$ cat src/rtl/wb_dsp_pkg.sv
// Shared record layout and watchdog state encoding for the Wishbone bus monitor.
package wb_dsp_pkg;

  // Per-record flag bits ahead of address and data: {err, we}.
  localparam int REC_FLAG_W = 2;

  localparam int CNT_W = 16;
  localparam logic [CNT_W-1:0] CNT_MAX = '1;

  localparam int WD_W = 2;
  localparam logic [WD_W-1:0] WD_IDLE = 2'd0;
  localparam logic [WD_W-1:0] WD_WAIT = 2'd1;
  localparam logic [WD_W-1:0] WD_HUNG = 2'd2;

  function automatic int rec_width(input int aw, input int dw);
    return REC_FLAG_W + aw + dw;
  endfunction

endpackage

$ cat src/rtl/wb_mon_fifo.sv
// In-order capture FIFO; head is visible the cycle after the first push.
// Full without a same-edge pop refuses the push; a pop on empty is ignored.
module wb_mon_fifo #(
  parameter int W     = 8,
  parameter int DEPTH = 4
) (
  input  logic         clk,
  input  logic         rst_n,
  input  logic         push,
  input  logic [W-1:0] push_dat,
  input  logic         pop,
  output logic [W-1:0] pop_dat,
  output logic         full,
  output logic         empty
);

  localparam int PW = $clog2(DEPTH);

  logic [PW:0]  wr_ptr;
  logic [PW:0]  rd_ptr;
  logic [W-1:0] mem [DEPTH];
  logic         do_push;
  logic         do_pop;

  // Extra pointer bit tells full from empty when the indices coincide.
  assign empty   = (wr_ptr == rd_ptr);
  assign full    = (wr_ptr[PW] != rd_ptr[PW]) && (wr_ptr[PW-1:0] == rd_ptr[PW-1:0]);
  assign do_pop  = pop & ~empty;
  assign do_push = push & (~full | do_pop);
  assign pop_dat = mem[rd_ptr[PW-1:0]];

  always_ff @(posedge clk or negedge rst_n) begin
    if (!rst_n) begin
      wr_ptr <= '0;
      rd_ptr <= '0;
    end else begin
      if (do_push) wr_ptr <= wr_ptr + 1'b1;
      if (do_pop)  rd_ptr <= rd_ptr + 1'b1;
    end
  end

  always_ff @(posedge clk) begin
    if (do_push) mem[wr_ptr[PW-1:0]] <= push_dat;
  end

endmodule

$ cat src/rtl/wb_bus_monitor.sv
// Passive Wishbone snooper: captures filtered completions, counts traffic, flags hung cycles.
// Records appear one cycle after completion; consumer stalls via mon_ready, overflow drops new records.
module wb_bus_monitor
  import wb_dsp_pkg::*;
#(
  parameter int          AW        = 32,
  parameter int          DW        = 32,
  parameter int          DEPTH     = 4,
  parameter int          TIMEOUT   = 1024,
  parameter logic [AW-1:0] ADDR_BASE = '0,
  parameter logic [AW-1:0] ADDR_MASK = '0
) (
  input  logic          wb_clk,
  input  logic          wb_rst_n,
  input  logic          clr,
  input  logic [AW-1:0] wb_adr,
  input  logic [DW-1:0] wb_dat_w,
  input  logic [DW-1:0] wb_dat_r,
  input  logic          wb_we,
  input  logic          wb_cyc,
  input  logic          wb_stb,
  input  logic          wb_ack,
  input  logic          wb_err,
  output logic          mon_valid,
  input  logic          mon_ready,
  output logic          mon_we,
  output logic          mon_err,
  output logic [AW-1:0] mon_adr,
  output logic [DW-1:0] mon_dat,
  output logic [15:0]   txn_count,
  output logic [15:0]   err_count,
  output logic          overflow,
  output logic          timeout
);

  localparam int RW = rec_width(AW, DW);
  localparam int SW = $clog2(TIMEOUT + 1);
  localparam logic [SW-1:0] TO_LIM = SW'(TIMEOUT);

  logic          completion;
  logic          stall;
  logic          addr_hit;
  logic          push;
  logic          pop;
  logic          fifo_full;
  logic          fifo_empty;
  logic [RW-1:0] push_rec;
  logic [RW-1:0] head_rec;

  logic [WD_W-1:0] wd_state;
  logic [SW-1:0]   stall_cnt;
  logic [SW-1:0]   stall_cnt_inc;

  assign completion = wb_cyc & wb_stb & (wb_ack | wb_err);
  assign stall      = wb_cyc & wb_stb & ~wb_ack & ~wb_err;
  assign addr_hit   = ((wb_adr & ADDR_MASK) == ADDR_BASE);
  assign push       = completion & addr_hit;
  assign pop        = mon_valid & mon_ready;
  assign push_rec   = {wb_err, wb_we, wb_adr, (wb_we ? wb_dat_w : wb_dat_r)};

  wb_mon_fifo #(
    .W     (RW),
    .DEPTH (DEPTH)
  ) u_fifo (
    .clk      (wb_clk),
    .rst_n    (wb_rst_n),
    .push     (push),
    .push_dat (push_rec),
    .pop      (pop),
    .pop_dat  (head_rec),
    .full     (fifo_full),
    .empty    (fifo_empty)
  );

  // FIFO storage is not reset, so the record fields are masked while empty.
  assign mon_valid = ~fifo_empty;
  assign mon_err   = mon_valid & head_rec[RW-1];
  assign mon_we    = mon_valid & head_rec[RW-2];
  assign mon_adr   = mon_valid ? head_rec[AW+DW-1:DW] : '0;
  assign mon_dat   = mon_valid ? head_rec[DW-1:0] : '0;

  always_ff @(posedge wb_clk or negedge wb_rst_n) begin
    if (!wb_rst_n) begin
      txn_count <= '0;
      err_count <= '0;
      overflow  <= 1'b0;
    end else if (clr) begin
      txn_count <= '0;
      err_count <= '0;
      overflow  <= 1'b0;
    end else begin
      if (completion) begin
        txn_count <= txn_count + 1'b1;
        if (wb_err && (err_count != CNT_MAX)) err_count <= err_count + 1'b1;
      end
      if (push && fifo_full && !pop) overflow <= 1'b1;
    end
  end

  assign stall_cnt_inc = stall_cnt + SW'(1);

  // The counter holds the number of consecutive stalled edges seen so far.
  always_ff @(posedge wb_clk or negedge wb_rst_n) begin
    if (!wb_rst_n) begin
      wd_state  <= WD_IDLE;
      stall_cnt <= '0;
      timeout   <= 1'b0;
    end else if (clr) begin
      wd_state  <= WD_IDLE;
      stall_cnt <= '0;
      timeout   <= 1'b0;
    end else begin
      case (wd_state)
        WD_IDLE: begin
          if (stall) begin
            stall_cnt <= SW'(1);
            if (TO_LIM == SW'(1)) begin
              wd_state <= WD_HUNG;
              timeout  <= 1'b1;
            end else begin
              wd_state <= WD_WAIT;
            end
          end
        end
        WD_WAIT: begin
          if (!stall) begin
            wd_state  <= WD_IDLE;
            stall_cnt <= '0;
          end else begin
            stall_cnt <= stall_cnt_inc;
            if (stall_cnt_inc == TO_LIM) begin
              wd_state <= WD_HUNG;
              timeout  <= 1'b1;
            end
          end
        end
        WD_HUNG: wd_state <= WD_HUNG;
        default: begin
          wd_state  <= WD_IDLE;
          stall_cnt <= '0;
        end
      endcase
    end
  end

endmodule

$ cat config.mk
export PLATFORM = sky130hd
export DESIGN_NAME = wb_bus_monitor
export DESIGN_NICKNAME = d
export VERILOG_FILES = /design/src/rtl/wb_dsp_pkg.sv /design/src/rtl/wb_mon_fifo.sv /design/src/rtl/wb_bus_monitor.sv
export SDC_FILE = /design/constraint.sdc
export NUM_CORES = 1
export LEC_CHECK = 0
export CAP_MARGIN = 40
export CELL_PAD_IN_SITES_DETAIL_PLACEMENT = 1
export CELL_PAD_IN_SITES_GLOBAL_PLACEMENT = 2
export CORE_ASPECT_RATIO = 1.2
export CORE_UTILIZATION = 36
export CTS_CLUSTER_SIZE = 24
export DETAILED_ROUTE_END_ITERATION = 10
export GPL_ROUTABILITY_DRIVEN = 0
export PLACE_DENSITY_LB_ADDON = 0.1
export SLEW_MARGIN = 25
export SYNTH_ARGS = -nofsm -noshare
export SYNTH_HDL_FRONTEND = slang
export SYNTH_SLANG_ARGS = --single-unit
export TNS_END_PERCENT = 5
$ cat constraint.sdc
create_clock -name wb_clk -period 3.78 [get_ports wb_clk]
set_clock_uncertainty 0.05 [all_clocks]
set_input_delay 0.756 -clock wb_clk [delete_from_list [all_inputs] [get_ports wb_clk]]
set_output_delay 0.756 -clock wb_clk [all_outputs]
set_load 0.01 [all_outputs]
==> flow_metrics.py, run 1 <==
metrics = {
    "setup_path": {
        "cp-start-kind": "register",
        "worst_ep_required_time_ns": 2.97,
        "r2r_slack_ns": 1.32,
        "timing.rr.start": "u_fifo.rd_ptr[1]",
        "r2r_cells": 6,
        "worstSetupEndpoint": "mon_err",
        "crit_start": "u_fifo.rd_ptr[1]",
        "crit_path_end_kind": "output port",
        "cp_data_arrival_time_ns": 2.73,
        "timing.rr.end": "u_fifo.mem[1][17]",
        "worstPathMaxFanout": 33,
        "crit_type": "reg -> out",
    },
    "cells_and_area": {
        "final_cell_mix": "edfxtp_1 (264), clkdlybuf4s50_1 (203), nor2b_1 (70), mux4_2 (66), dfrtp_1 (51)",
        "final_common_cell": "edfxtp_1",
        "drive_gt1_frac": 0.178,
        "final_nets": 1092,
        "area_delta_synth_final_pct": 28.9,
        "antennaDiodeCount": 0,
    },
    "flow_run": {
        "drv_cap": 0,
    },
    "global_routing": {
        "grt_max_degree": 67,
        "grt_pass1_wl_um": 46300,
        "grt_usage": 0.161,
        "antenna_found_initial": 1,
        "grt_overflow": 0,
        "grt_pass1_vias": 7924,
    },
    "cts": {
        "post_cts_resized": 0,
        "hold_buffers": 0,
        "cts_buffers": 31,
        "clkLatencyLatePin_ns": 0.55,
        "clock_path_buffers": 3,
        "htreeDepth": 1,
        "numClockSinks": 317,
        "cts_tree": "built",
        "clockRootBuffer": "clkbuf_16",
        "post-cts-setup-buffers": 0,
        "clk_pin_slew_ns": 0.06,
    },
    "synthesis": {
        "synth_top_family_by_area": "multiplexers",
        "syn_area_um2": 13200,
        "synth_area_leader_cell": "edfxtp_1",
        "async_flop_share": 0.167,
        "synth.avg_cell_area_um2": 17.4,
        "ys_warn_count": 0,
        "yosysSeqAreaShare": 0.702,
        "ys_seq_elements": 317,
        "syn_inst": 759,
        "ys_types": 50,
        "synthTopCellsByArea": "edfxtp_1 (60%), mux4_2 (11%), dfrtp_1 (10%), nor2b_1 (3.3%), mux2_2 (2.8%)",
        "synth_top_area_frac": 0.601,
        "muxShareOfSynthArea": 0.144,
        "synth_fa_ha_area_frac": 0.00759,
        "synth-compound-area-share": 0.0214,
        "synth_xor_area_frac": 0.0246,
        "syn_nets": 872,
        "synth_simple_gate_area_frac": 0.0846,
        "synth_edf_count": 264,
        "ys.flop_type": "edfxtp_1",
    },
    "timing": {
        "setup_ws_ns": 0.242,
        "rsz0062_at_grt": "false",
        "finalSetupTns_ns": 0,
        "max_clock_freq_ghz": 0.283,
        "final-hold-violation-count": 0,
        "slew_viol_final": 0,
        "tightest_slew_ns": 0.519,
        "timing.final.crit_period_ns": 3.54,
        "period_share": 0.936,
        "timing.max_slew.rel_slack": 0.651,
        "setup_viol": 0,
    },
    "power_and_ir_drop": {
        "max-vdd-ir-drop_uv": 384,
        "p_per_area_nw_per_um2": 674,
        "power.leakage_nw": 5.78,
    },
    "floorplan": {
        "die_w_um": 177,
        "die_area_um2": 37400,
        "die_h_um": 212,
        "io_pins": 206,
        "core_area_um2": 35900,
        "start_util": 0.367,
        "row_count": 76,
    },
    "placed_design": {
        "dp_slack_ns": 0.730,
        "hpwlAfterDp_um": 18900,
        "io_buffers": 205,
    },
    "detailed_routing": {
        "avgRoutedWirePerCell_um": 20.2,
        "drtAntennaViolNets": 0,
        "drt-vias-per-instance": 4.99,
        "drt-total-wl_um": 29700,
        "drc": 0,
        "drt_iter0_drc": 390,
        "num_vias": 7343,
        "firstDrtPassIters": 4,
    },
    "outcome": {
        "outcome": "finished clean",
    },
    "hold_path": {
        "worstHoldPathType": "reg -> reg",
    },
}
==> cell usage after synthesis, types with 2 or more instances <==
cell type  count
mux4_2        66
a31oi_1        4
nor2b_1       70
xor2_1        26
nand3_1       20
o211ai_1       2
buf_2         16
dfrtp_1       53
ha_1           8
clkbuf_1      16
nand4_1       15
nand2_1       17
nor3_1         5
edfxtp_1     264
and4_1         6
nor2_1        43
mux2_2        33
o21ai_0       15
a21oi_1        6
nor4_1         5
and2_1         6
a211oi_1       2
xnor2_1       11
o31ai_1        2
inv_1          8
and3_1         8
buf_1          6
mux2i_1        4
==> layer usage <==
layer / part of all wire / GRT usage / vias to the layer above
li1: - / - / 3378
met1: 0.42 / 0.203 / 3773
met2: 0.51 / 0.285 / 162
met3: 0.057 / 0.0348 / 28
met4: 0.011 / 0.0306 / 2
met5: 0.00057 / 0 / -
==> area by class of cell <==
cell class	instances	area, um^2
clock buffer	39	816
clock inverter	18	223
fill	3474	18900
inverter	8	30.0
multi-input combinational	394	3730
sequential	317	9260
tap	468	586
timing repair buffer	227	2350
==> stage by stage <==
| stage | cell area [um^2] | total power, mW | hold WS [ns] | utilization | instances |
|---|---|---|---|---|---|
| 2_1_floorplan | 13200 | 6.41 | 0.398 | - | 759 |
| 3_3_place_gp | 15900 | 8.51 | 0.425 | 0.443 | 1411 |
| 3_5_place_dp | 15900 | 8.53 | 0.427 | 0.443 | 1412 |
| 4_1_cts | 17000 | 11.7 | 0.237 | 0.472 | 1469 |
| 5_1_grt | 17000 | 12.0 | 0.475 | 0.473 | 1471 |
| 6_report | 17000 | 11.5 | 0.438 | 0.473 | 1471 |
==> logic make-up after synthesis <==
logic type	Yosys count
AOI/OAI and AO/OA	43
xor gates and xnor gates	37
adders and majority gates	8
buffers and inverters	48
DFF	317
muxes	103
and+or+nand+nor	203
==> worst min path at each step <==
stage | startpoint | endpoint | cells past startpoint
2_1_floorplan | wd_state[1] | wd_state[1] | 2
3_3_place_gp | wd_state[1] | wd_state[1] | 2
3_5_place_dp | wd_state[1] | wd_state[1] | 2
4_1_cts | wb_rst_n | err_count[5] | 1
5_1_grt | u_fifo.wr_ptr[2] | u_fifo.wr_ptr[2] | 1
6_report | wd_state[1] | wd_state[1] | 2
==> worst max-delay path, stage by stage (launching register included) <==
cell	delay [ns]
dfrtp_4	0.57
buf_4	0.51
mux4_2	0.44
nor2b_1	0.17
clkdlybuf4s50_1	0.50
==> flip-flops by register name (all words and copies together) (netlist names) <==
| name | flops |
|---|---|
| u_fifo.rd_ptr | 3 |
| u_fifo.wr_ptr | 3 |
| wd_state | 2 |
| overflow | 1 |
| err_count | 16 |
| u_fifo.mem | 264 |
| txn_count | 16 |
| timeout | 1 |
| stall_cnt | 11 |
==> power by group <==
part | leakage [nW] | switching (mW) | internal [mW]
clock network | 0.493 | 1.27 | 1.87
registers | 3.11 | 0.124 | 4.10
logic | 2.18 | 1.83 | 2.26
No activity file was read; power rests on OpenSTA's default activity.
==> run 2, diff against run 1 <==
- SKIP_CTS_REPAIR_TIMING: not set -> 1
==> results of run 2 <==
No change in the layout: final DEF, timing and power equal those of run 1.
==> run 3, diff against run 2 <==
- CORE_MARGIN: not set -> 4
- PLACE_DENSITY: not set -> 0.72
- PLACE_DENSITY_LB_ADDON: 0.1 -> not set
==> run 3 against run 2 <==
Net effect: via count grew 0.89%; sequential share of layout area grew 0.19 points; critical path depth grew 1; cell area shrank 0.35%; sequential power is essentially flat; flip-flop and latch count is the same; largest power group unchanged.
==> flow_metrics.py, run 3 (synthesized netlist as in run 1, its figures left out) <==
metrics = {
    "floorplan": {
        "die_area_um2": 39800,
        "start_util": 0.366,
        "die_h_um": 218,
        "die_w_um": 183,
        "row_count": 76,
        "core_area_um2": 36000,
        "io_pins": 206,
    },
    "global_routing": {
        "grt_overflow": 0,
        "grt_pass1_vias": 8034,
        "grt_max_degree": 67,
        "antenna_found_initial": 2,
        "grt_pass1_wl_um": 47000,
        "grt_usage": 0.151,
    },
    "power_and_ir_drop": {
        "pwr-share-clk": 0.264,
        "p_int_mw": 8.09,
        "seqPwrFrac": 0.375,
        "p_per_area_nw_per_um2": 666,
        "power.leakage_nw": 5.76,
        "power_switching_mw": 3.18,
        "design_power_total_mw": 11.3,
        "combPwrFrac": 0.360,
        "max-vdd-ir-drop_uv": 348,
        "swShare": 0.282,
    },
    "outcome": {
        "outcome": "finished clean",
    },
    "timing": {
        "max_clock_freq_ghz": 0.285,
        "timing.final.crit_period_ns": 3.51,
        "setup_viol": 0,
        "hold-worst-slack_ns": 0.149,
        "slew_viol_final": 0,
        "rsz0062_at_grt": "false",
        "tightest_slew_ns": 0.591,
        "finalSetupTns_ns": 0,
        "period_share": 0.929,
        "timing.max_slew.rel_slack": 0.606,
        "final-hold-violation-count": 0,
    },
    "flow_run": {
        "drv_cap": 0,
    },
    "cts": {
        "cts_buffers": 31,
        "numClockSinks": 317,
        "cts_tree": "built",
        "clkLatencyLatePin_ns": 0.56,
        "clock_path_buffers": 3,
        "clk_pin_slew_ns": 0.07,
        "clockRootBuffer": "clkbuf_16",
        "htreeDepth": 1,
    },
    "cells_and_area": {
        "final_nets": 1092,
        "largest_register_ffs": 264,
        "area_delta_synth_final_pct": 28.5,
        "final_common_cell": "edfxtp_1",
        "fin_util": 0.470,
        "instances_no_fill": 1472,
        "drive_gt1_frac": 0.178,
        "final_cell_mix": "edfxtp_1 (264), clkdlybuf4s50_1 (203), nor2b_1 (70), mux4_2 (66), dfrtp_1 (51)",
    },
    "setup_path": {
        "worstPathMaxFanout": 66,
        "r2r_slack_ns": 1.30,
        "timing.rr.start": "u_fifo.rd_ptr[1]",
        "crit_path_end_kind": "output port",
        "r2r_cells": 6,
        "cp-start-kind": "register",
        "crit_type": "reg -> out",
        "cp_data_arrival_time_ns": 2.71,
        "timing.rr.end": "u_fifo.mem[2][18]",
        "worst_ep_required_time_ns": 2.97,
    },
    "placed_design": {
        "hpwlAfterDp_um": 20100,
        "dpl.cell_count": 1414,
        "io_buffers": 205,
    },
    "detailed_routing": {
        "avgRoutedWirePerCell_um": 20.5,
        "drtAntennaViolNets": 0,
        "drt-total-wl_um": 30100,
        "firstDrtPassIters": 4,
        "num_vias": 7408,
        "drt-vias-per-instance": 5.03,
        "drc": 0,
        "drt_iter0_drc": 487,
    },
    "hold_path": {
        "worstHoldPathType": "in -> async",
    },
}
[run 3: area by class of cell]
cell class                      count  area [um^2]
Fill cell                        3489        19100
Sequential cell                   317         9260
Multi-Input combinational cell    394         3730
Timing Repair Buffer              227         2340
Clock buffer                       38          802
Tap cell                          468          586
Clock inverter                     19          178
Inverter                            8         30.0
Antenna cell                        1         2.50
[run 3: worst max path at each step]
stage / startpoint / to / slack [ns]
2_1_floorplan: wb_cyc / u_fifo.mem[3][0] / 0.39
3_5_place_dp: wb_err / u_fifo.mem[3][8] / 0.66
6_report: u_fifo.rd_ptr[1] / mon_dat[13] / 0.27
3_3_place_gp: wb_err / u_fifo.mem[2][37] / 0.69
5_1_grt: u_fifo.rd_ptr[1] / mon_dat[12] / 0.16
4_1_cts: u_fifo.rd_ptr[1] / mon_dat[18] / 0.21
[run 3: critical path, stage by stage (launching register included)]
cell,delay (ns)
dfrtp_4,0.61
xor2_1,0.23
nor3b_2,0.32
buf_12,0.28
nor2b_1,0.10
clkdlybuf4s50_1,0.50
[run 3: stage by stage]
step	setup slack (ns)	area, um^2
floorplan	0.390	13200
global placement	0.691	15900
detailed placement	0.658	16000
CTS	0.210	16900
global route	0.165	16900
finish	0.269	16900
[run 3: power by group through the flow]
stage | Sequential (mW) | Combinational, mW | Clock [mW]
after floorplan | 4.24 | 2.17 | 0
after global placement | 4.30 | 4.17 | 0
after detailed placement | 4.31 | 4.20 | 0
after CTS | 4.24 | 4.21 | 3.07
after global routing | 4.26 | 4.41 | 3.24
final | 4.23 | 4.06 | 2.98
[run 3: per-layer routing]
metal / global-route usage / vias up / part of all wire
met5: 0 / - / 0.00070
met4: 0.0303 / 4 / 0.014
met3: 0.0302 / 44 / 0.063
met2: 0.258 / 185 / 0.50
met1: 0.201 / 3800 / 0.42
li1: - / 3375 / -
